===== config.mk =====
export PLATFORM = sky130hd
export DESIGN_NAME = psum_acc_buf
export DESIGN_NICKNAME = d
export VERILOG_FILES = /design/src/rtl/psum_pkg.sv /design/src/rtl/psum_sdp_ram.sv /design/src/rtl/psum_acc_buf.sv
export SDC_FILE = /design/constraint.sdc
export NUM_CORES = 2
export LEC_CHECK = 0
export CAP_MARGIN = 20
export CORE_UTILIZATION = 56
export CTS_BUF_LIST = sky130_fd_sc_hd__clkbuf_8 sky130_fd_sc_hd__clkbuf_16
export CTS_CLUSTER_SIZE = 24
export DETAILED_ROUTE_END_ITERATION = 7
export PLACE_DENSITY_LB_ADDON = 0.3
export SYNTH_ARGS = -nofsm -noshare
export SYNTH_HDL_FRONTEND = slang
export SYNTH_SLANG_ARGS = --single-unit

===== constraint.sdc =====
create_clock -name clk -period 6.1 [get_ports clk]
set_input_delay 0.915 -clock clk [delete_from_list [all_inputs] [get_ports clk]]
set_output_delay 0.915 -clock clk [all_outputs]
set_load 0.05 [all_outputs]

===== src/rtl/psum_pkg.sv =====
// Shared constants and FSM state type for the psum accumulation buffer.
// FIFO_LEAD/ADD_LAT must match the adder wrapper's pipeline timing.
package psum_pkg;
   localparam int PSUM_DATA_WIDTH = 25;
   localparam int PSUM_FIFO_LEAD  = 2;
   localparam int PSUM_ADD_LAT    = 3;

   typedef enum logic [1:0] {IDLE, ACCUM, DRAIN} state_t;
endpackage


===== src/rtl/psum_sdp_ram.sv =====
// Simple dual-port psum storage: one write port, one synchronous read port.
// A read and a write to the same address on the same edge return the old data.
module psum_sdp_ram
   import psum_pkg::*;
#(
   parameter int DATA_WIDTH = PSUM_DATA_WIDTH,
   parameter int DEPTH      = 64,
   parameter int ADDR_W     = $clog2(DEPTH)
) (
   input  logic                  clk,
   input  logic                  we,
   input  logic [ADDR_W-1:0]     wr_addr,
   input  logic [DATA_WIDTH-1:0] wr_data,
   input  logic                  re,
   input  logic [ADDR_W-1:0]     rd_addr,
   output logic [DATA_WIDTH-1:0] rd_data
);
   logic [DATA_WIDTH-1:0] mem [DEPTH];

   always_ff @(posedge clk) begin
      if (we) mem[wr_addr] <= wr_data;
      if (re) rd_data <= mem[rd_addr];
   end
endmodule


===== src/rtl/psum_acc_buf.sv =====
// Partial-sum accumulation buffer: feeds stored psums to the adder, captures results,
// then drains finished sums over valid/ready. Define PSUM_RELU_EN to clamp negative drained sums.
module psum_acc_buf
   import psum_pkg::*;
#(
   parameter int DATA_WIDTH = PSUM_DATA_WIDTH,
   parameter int DEPTH      = 64,
   parameter int ADDR_W     = $clog2(DEPTH),
   parameter int FIFO_LEAD  = PSUM_FIFO_LEAD,
   parameter int ADD_LAT    = PSUM_ADD_LAT
) (
   input  logic                  clk,
   input  logic                  rst_n,
   input  logic                  start,
   input  logic [ADDR_W:0]       cfg_len,
   input  logic [7:0]            cfg_passes,
   input  logic                  pe_valid,
   output logic [DATA_WIDTH-1:0] fifo_data,
   input  logic [DATA_WIDTH-1:0] psum_in,
   output logic [DATA_WIDTH-1:0] out_data,
   output logic                  out_valid,
   input  logic                  out_ready,
   output logic                  busy,
   output logic                  done,
   output logic                  err
);
   localparam int LW    = ADDR_W + 1;
   localparam int CNT_W = ADDR_W + 9;

   state_t                state;
   logic [LW-1:0]         len_q, len_m1;
   logic [7:0]            passes_q, pass_cnt;
   logic [CNT_W-1:0]      beat_cnt, beat_total;
   logic [ADD_LAT:1]      vld_d;
   logic [ADDR_W-1:0]     rd_addr_acc, wr_addr, ram_rd_addr;
   logic                  rd_first, rd_first_q;
   logic                  byp_q;
   logic [DATA_WIDTH-1:0] byp_data, ram_q, sk_data, drain_word;
   logic [LW-1:0]         dr_issue, dr_pop;
   logic                  dr_inflight, sk_vld;
   logic [1:0]            occ;
   logic                  cfg_ok, beat_ok, rd_issue, rd_en, wr_en, last_wr, pop, dr_req, ram_re, head_hold;

   function automatic logic [DATA_WIDTH-1:0] drain_fmt(input logic [DATA_WIDTH-1:0] v);
`ifdef PSUM_RELU_EN
      return v[DATA_WIDTH-1] ? '0 : v;
`else
      return v;
`endif
   endfunction

   assign len_m1     = len_q - LW'(1);
   assign beat_total = CNT_W'(len_q) * CNT_W'(passes_q);
   assign cfg_ok     = (cfg_len >= LW'(2)) && (cfg_len <= LW'(DEPTH)) && (cfg_passes != 8'd0);
   assign beat_ok    = pe_valid && (state == ACCUM) && (beat_cnt < beat_total);
   assign rd_issue   = vld_d[FIFO_LEAD-1];
   assign rd_en      = vld_d[FIFO_LEAD];
   assign wr_en      = vld_d[ADD_LAT];
   assign last_wr    = wr_en && ({1'b0, wr_addr} == len_m1) && (pass_cnt == passes_q - 8'd1);
   assign pop        = out_valid && out_ready;
   assign head_hold  = out_valid && !out_ready;
   assign occ        = {1'b0, out_valid} + {1'b0, sk_vld} + {1'b0, dr_inflight};
   // Only request a drain read when the skid can absorb it, counting the read already in flight.
   assign dr_req     = (state == DRAIN) && (dr_issue != len_q) && ((occ < 2'd2) || (occ == 2'd2 && pop));
   assign ram_re     = rd_issue || dr_req;
   assign ram_rd_addr = (state == DRAIN) ? dr_issue[ADDR_W-1:0] : rd_addr_acc;
   assign drain_word = drain_fmt(ram_q);
   assign busy       = (state != IDLE);
   assign fifo_data  = (rd_en && !rd_first_q) ? (byp_q ? byp_data : ram_q) : '0;

   psum_sdp_ram #(.DATA_WIDTH(DATA_WIDTH), .DEPTH(DEPTH), .ADDR_W(ADDR_W)) u_ram (
      .clk     (clk),
      .we      (wr_en),
      .wr_addr (wr_addr),
      .wr_data (psum_in),
      .re      (ram_re),
      .rd_addr (ram_rd_addr),
      .rd_data (ram_q)
   );

   always_ff @(posedge clk or negedge rst_n) begin
      if (!rst_n) begin
         state       <= IDLE;
         len_q       <= '0;
         passes_q    <= '0;
         pass_cnt    <= '0;
         beat_cnt    <= '0;
         vld_d       <= '0;
         rd_addr_acc <= '0;
         wr_addr     <= '0;
         rd_first    <= 1'b0;
         rd_first_q  <= 1'b0;
         byp_q       <= 1'b0;
         dr_issue    <= '0;
         dr_pop      <= '0;
         dr_inflight <= 1'b0;
         sk_vld      <= 1'b0;
         out_valid   <= 1'b0;
         out_data    <= '0;
         done        <= 1'b0;
         err         <= 1'b0;
      end else begin
         done        <= 1'b0;
         vld_d       <= {vld_d[ADD_LAT-1:1], beat_ok};
         rd_first_q  <= rd_first;
         dr_inflight <= dr_req;
         // With cfg_len=2 the re-read of an entry lands on the same edge as its write.
         byp_q       <= rd_issue && wr_en && (rd_addr_acc == wr_addr);

         if (state == IDLE && start) err <= !cfg_ok || pe_valid;
         else if (pe_valid && !beat_ok) err <= 1'b1;

         case (state)
            IDLE: if (start && cfg_ok) begin
               state       <= ACCUM;
               len_q       <= cfg_len;
               passes_q    <= cfg_passes;
               pass_cnt    <= '0;
               beat_cnt    <= '0;
               rd_addr_acc <= '0;
               wr_addr     <= '0;
               rd_first    <= 1'b1;
            end
            ACCUM: begin
               beat_cnt <= beat_cnt + CNT_W'(beat_ok);
               if (rd_issue) begin
                  if ({1'b0, rd_addr_acc} == len_m1) begin
                     rd_addr_acc <= '0;
                     rd_first    <= 1'b0;
                  end else begin
                     rd_addr_acc <= rd_addr_acc + ADDR_W'(1);
                  end
               end
               if (wr_en) begin
                  if ({1'b0, wr_addr} == len_m1) begin
                     wr_addr  <= '0;
                     pass_cnt <= pass_cnt + 8'd1;
                  end else begin
                     wr_addr <= wr_addr + ADDR_W'(1);
                  end
               end
               if (last_wr) begin
                  state    <= DRAIN;
                  dr_issue <= '0;
                  dr_pop   <= '0;
               end
            end
            DRAIN: begin
               if (dr_req) dr_issue <= dr_issue + LW'(1);
               if (pop) begin
                  dr_pop <= dr_pop + LW'(1);
                  if (dr_pop == len_m1) begin
                     state <= IDLE;
                     done  <= 1'b1;
                  end
               end
            end
            default: state <= IDLE;
         endcase

         // Two-entry output skid: out_data/out_valid is the head, sk_* the spare slot.
         if (!head_hold) begin
            if (sk_vld) begin
               out_data  <= sk_data;
               out_valid <= 1'b1;
               sk_vld    <= dr_inflight;
            end else if (dr_inflight) begin
               out_data  <= drain_word;
               out_valid <= 1'b1;
            end else begin
               out_valid <= 1'b0;
            end
         end else if (dr_inflight) begin
            sk_vld <= 1'b1;
         end
      end
   end

   always_ff @(posedge clk) begin
      byp_data <= psum_in;
      if (dr_inflight && (head_hold || sk_vld)) sk_data <= drain_word;
   end
endmodule

==> impl_metrics.yaml <==
run_status:
  status: "finished, violations left"
  violations: "negative setup slack"
global_route:
  grt_usage_pct: 28.2
  grt_most_used_layer: "met2"
  grt_util_met3_pct: 6.47
  grt_max_degree: 186
  grt_antenna_before_repair: 10
  grt.overflow.total: 0
  first_global_vias: 40800
  groute.layer.met1.usage_pct: 39.4
  grt.met2_usage_pct: 43.0
  grt_first_pass_wirelength_um: 265000
timing:
  final-hold-violation-count: 0
  timing.max_slew.rel_slack_pct: 28.3
  finalSetupViolations: 3
  finalWorstSetupSlack_ns: -0.107
  maxClockFrequency_mhz: 161
  clock_skew_ns: 0.0311
  final.min_clock_period_ns: 6.21
  rsz0062_at_grt: "true"
  setup_total_negative_slack_ns: -0.132
  slew_viol_final: 0
  worst-slew-pin-transition_ns: 1.07
  layout_worst_path_cycle_share_pct: 102
floorplan:
  num_rows: 130
  coreArea_um2: 126000
  design.portCount: 99
  initial_utilization_pct: 56.6
  design.die.area_um2: 129000
  die_y_um: 359
  die_width_um: 359
setup_path:
  startpoint_type: "flop"
  critical_path_class: "flop to flop"
  worstRegToRegCells: 27
  crit_required_ns: 6.76
  crit-reg2reg-capture: "beat_cnt[14]"
  worst_ep_arrival_time_ns: 6.87
  path_max_fanout: 6
  r2r_start: "len_q[2]"
  timing.reg2reg.setup_slack_ns: -0.11
  critical_path.endpoint_type: "flop"
route:
  detail_route.first_pass.iterations: 8
  dr_total_vias: 41500
  wl_per_cell_um: 27.4
  drc_errors: 0
  drt.antenna.violating_nets: 0
  first_iter_violations: 5893
  post_dr_vias_cell: 6.28
  detail_route.wirelength_um: 181000
synthesis:
  synth_flop_cell: "sky130_fd_sc_hd__edfxtp_1"
  synth_top_cell_by_area: "sky130_fd_sc_hd__edfxtp_1"
  mappedNetlistArea_um2: 71300
  combinational_family_with_the_most_area_after_synthesis: "simple AND/OR/NAND/NOR gates"
  syn_nets: 4759
  complex_gate_fraction_of_the_synthesized_area_pct: 3.11
  synth-xor-area-share_pct: 0.786
  netlist_instances: 4628
  synth.top_cells.by_count: "1650 x sky130_fd_sc_hd__edfxtp_1, 903 x sky130_fd_sc_hd__nand2_1, 399 x sky130_fd_sc_hd__nand3_1, 199 x sky130_fd_sc_hd__mux4_2, 171 x sky130_fd_sc_hd__clkbuf_1"
  postSynthAreaPerCell_um2: 15.4
  synth-warning-count: 0
  synth.lib_cells_used.distinct: 70
  share_of_the_synthesized_area_in_the_top_cell_type_pct: 69.5
  post_synth_edffs: 1650
  synthAdderAreaFrac_pct: 1.84
  synthArstFlopShare_pct: 5.74
  flop_and_latch_count_out_of_synthesis: 1777
  synthMostInstantiatedCell: "sky130_fd_sc_hd__edfxtp_1"
  synth_mux_area_share_pct: 7.53
  yosysSeqAreaShare_pct: 73.8
  synth_simple_gate_area_share_pct: 11.1
  ys_top_cells_by_area: "sky130_fd_sc_hd__edfxtp_1 69%, sky130_fd_sc_hd__mux4_2 6.3%, sky130_fd_sc_hd__nand2_1 4.8%"
clock_network:
  clk_transition_reported_paths_ns: 0.06
  cts.sinks: 1777
  cts_made_buffers: 174
  cts.path.max_buffers: 3
  cts_hold_buffers: 0
  htreeDepth: 4
  clk-insertion-delay-late_ns: 0.80
  tritoncts_clock_tree: "yes"
  ctsRootBufferMaster: "sky130_fd_sc_hd__clkbuf_16"
cells_and_area:
  post_route_cell_area_um2: 80300
  finalNetCount: 4948
  post-route-util_pct: 63.8
  filler_cell_count: 8721
  final_layout_size_suffix_gt1_share_pct: 15.4
  synthToLayoutAreaGrowth_pct: 12.7
job:
  max-cap-violations: 0
power:
  vdd_drop_max_v: 0.000600
  cellPowerDensity_nw_per_um2: 461
  p_leak_nw: 27.4
  design_power_total_mw: 37.0
placement:
  place_area_um2: 74900
  placement.io_buffers: 98
  detailed_place_hpwl_um: 101000
  weighted_congestion_reported_at_the_end_of_routability_driven_placement: 0.891
worst_hold_path:
  worst_hold_path_type: "primary input to asynchronous set/reset pin"
-- critical path, cell delays in order, from the launching register on --
cell and delay [ns]:
sky130_fd_sc_hd__dfrtp_1 0.40, sky130_fd_sc_hd__and2_4 0.17, sky130_fd_sc_hd__fa_1 0.50, sky130_fd_sc_hd__inv_1 0.05, sky130_fd_sc_hd__fa_1 0.50, sky130_fd_sc_hd__inv_2 0.04
sky130_fd_sc_hd__fa_1 0.51, sky130_fd_sc_hd__inv_1 0.05, sky130_fd_sc_hd__fa_1 0.47, sky130_fd_sc_hd__inv_1 0.04, sky130_fd_sc_hd__ha_2 0.18, sky130_fd_sc_hd__or4_4 0.54
sky130_fd_sc_hd__a41o_1 0.22, sky130_fd_sc_hd__o211ai_1 0.19, sky130_fd_sc_hd__xor2_1 0.17, sky130_fd_sc_hd__ha_1 0.26, sky130_fd_sc_hd__a21o_1 0.19, sky130_fd_sc_hd__a211oi_2 0.18
sky130_fd_sc_hd__o21a_1 0.17, sky130_fd_sc_hd__and2_4 0.17, sky130_fd_sc_hd__ha_4 0.15, sky130_fd_sc_hd__ha_4 0.12, sky130_fd_sc_hd__and3_4 0.19, sky130_fd_sc_hd__nand2_4 0.06
sky130_fd_sc_hd__nor2_4 0.12, sky130_fd_sc_hd__nand3_4 0.11, sky130_fd_sc_hd__o211ai_1 0.24, sky130_fd_sc_hd__o31ai_1 0.12
-- cell families after synthesis --
kind of cell    after synthesis
xor+xnor                     64
buf+inv                     313
mux                         284
fa+ha+maj                    87
simple gates               1765
flops                      1777
compound gates              338
-- flip-flops by register name, summed over array words and instances (netlist names), 2 cells and up --
register and count:
out_data 25, beat_cnt 15, len_q 7, u_ram.mem 1600
pass_cnt 8, wr_addr 6, byp_data 25, vld_d 3
sk_data 25, dr_pop 7, dr_issue 7, rd_addr_acc 6
passes_q 8, u_ram.rd_data 25, state 2
-- how the worst max path moves through the flow --
stage / start / end / slack [ns]
after global routing: len_q[1] / beat_cnt[14] / -0.41
final: len_q[2] / beat_cnt[14] / -0.11
after floorplan: len_q[3] / beat_cnt[14] / 0.009
after global placement: len_q[2] / beat_cnt[11] / -0.06
after detailed placement: len_q[2] / beat_cnt[11] / -0.14
after CTS: len_q[2] / beat_cnt[14] / -0.08
-- what timing repair did --
action / in CTS / in global routing
pin swaps: 11 / 8
setup buffers: 7 / 3
endpoints found under the setup margin: 7 / 13
gates resized for setup: 12 / 8
-- stage by stage --
stage | std cells | hold WS, ns | setup slack, ns
finish | 6613 | 0.215 | -0.107
global route | 6606 | 0.262 | -0.415
CTS | 6603 | 0.205 | -0.0818
detailed placement | 6282 | 0.367 | -0.144
global placement | 6280 | 0.356 | -0.0591
floorplan | 4628 | 0.348 | 0.00926
-- cell type report --
| type | count | area, um2 | share of cell area, % |
|---|---|---|---|
| flip-flops and latches | 1777 | 52600 | 65.5 |
| multi-input cells | 2538 | 17800 | 22.1 |
| clock buffers | 179 | 4450 | 5.53 |
| repair buffers | 284 | 2430 | 3.02 |
| well taps | 1650 | 2060 | 2.57 |
| clock inverters | 135 | 825 | 1.03 |
| inverters | 42 | 158 | 0.196 |
| diodes | 8 | 20.0 | 0.0249 |
-- placed cells by master (no fill, tap or decap), types with 35 or more instances in the layout --
cell | synthesis | routed
sky130_fd_sc_hd__dfrtp_1 | 102 | 102
sky130_fd_sc_hd__nand4_1 | 111 | 111
sky130_fd_sc_hd__a31oi_1 | 37 | 37
sky130_fd_sc_hd__o21ai_0 | 53 | 45
sky130_fd_sc_hd__nand2_1 | 903 | 902
sky130_fd_sc_hd__mux2i_1 | 67 | 67
sky130_fd_sc_hd__clkbuf_16 | 0 | 176
sky130_fd_sc_hd__xnor2_1 | 35 | 35
sky130_fd_sc_hd__ha_1 | 56 | 52
sky130_fd_sc_hd__nor2_2 | 0 | 69
sky130_fd_sc_hd__nand3_1 | 399 | 397
sky130_fd_sc_hd__clkinv_1 | 0 | 39
sky130_fd_sc_hd__mux4_2 | 199 | 199
sky130_fd_sc_hd__inv_1 | 42 | 94
sky130_fd_sc_hd__nor2_1 | 168 | 96
sky130_fd_sc_hd__clkdlybuf4s50_1 | 0 | 72
sky130_fd_sc_hd__a22oi_1 | 98 | 98
sky130_fd_sc_hd__and2_1 | 45 | 40
sky130_fd_sc_hd__a21oi_1 | 50 | 49
sky130_fd_sc_hd__buf_4 | 11 | 171
sky130_fd_sc_hd__edfxtp_1 | 1650 | 1650
-- layer usage --
| metal | share of wire [%] | routed length [um] |
|---|---|---|
| met2 | 46 | 83000 |
| met3 | 11 | 19700 |
| met5 | 0.030 | 54 |
| met1 | 39 | 70600 |
| met4 | 4.2 | 7640 |
-- power breakdown --
group / total (mW) / internal [mW] / switching [mW]
logic: 12.8 / 5.02 / 7.79
registers: 14.2 / 13.9 / 0.346
clock network: 9.97 / 5.48 / 4.49
(Power assumes the default switching activity.)
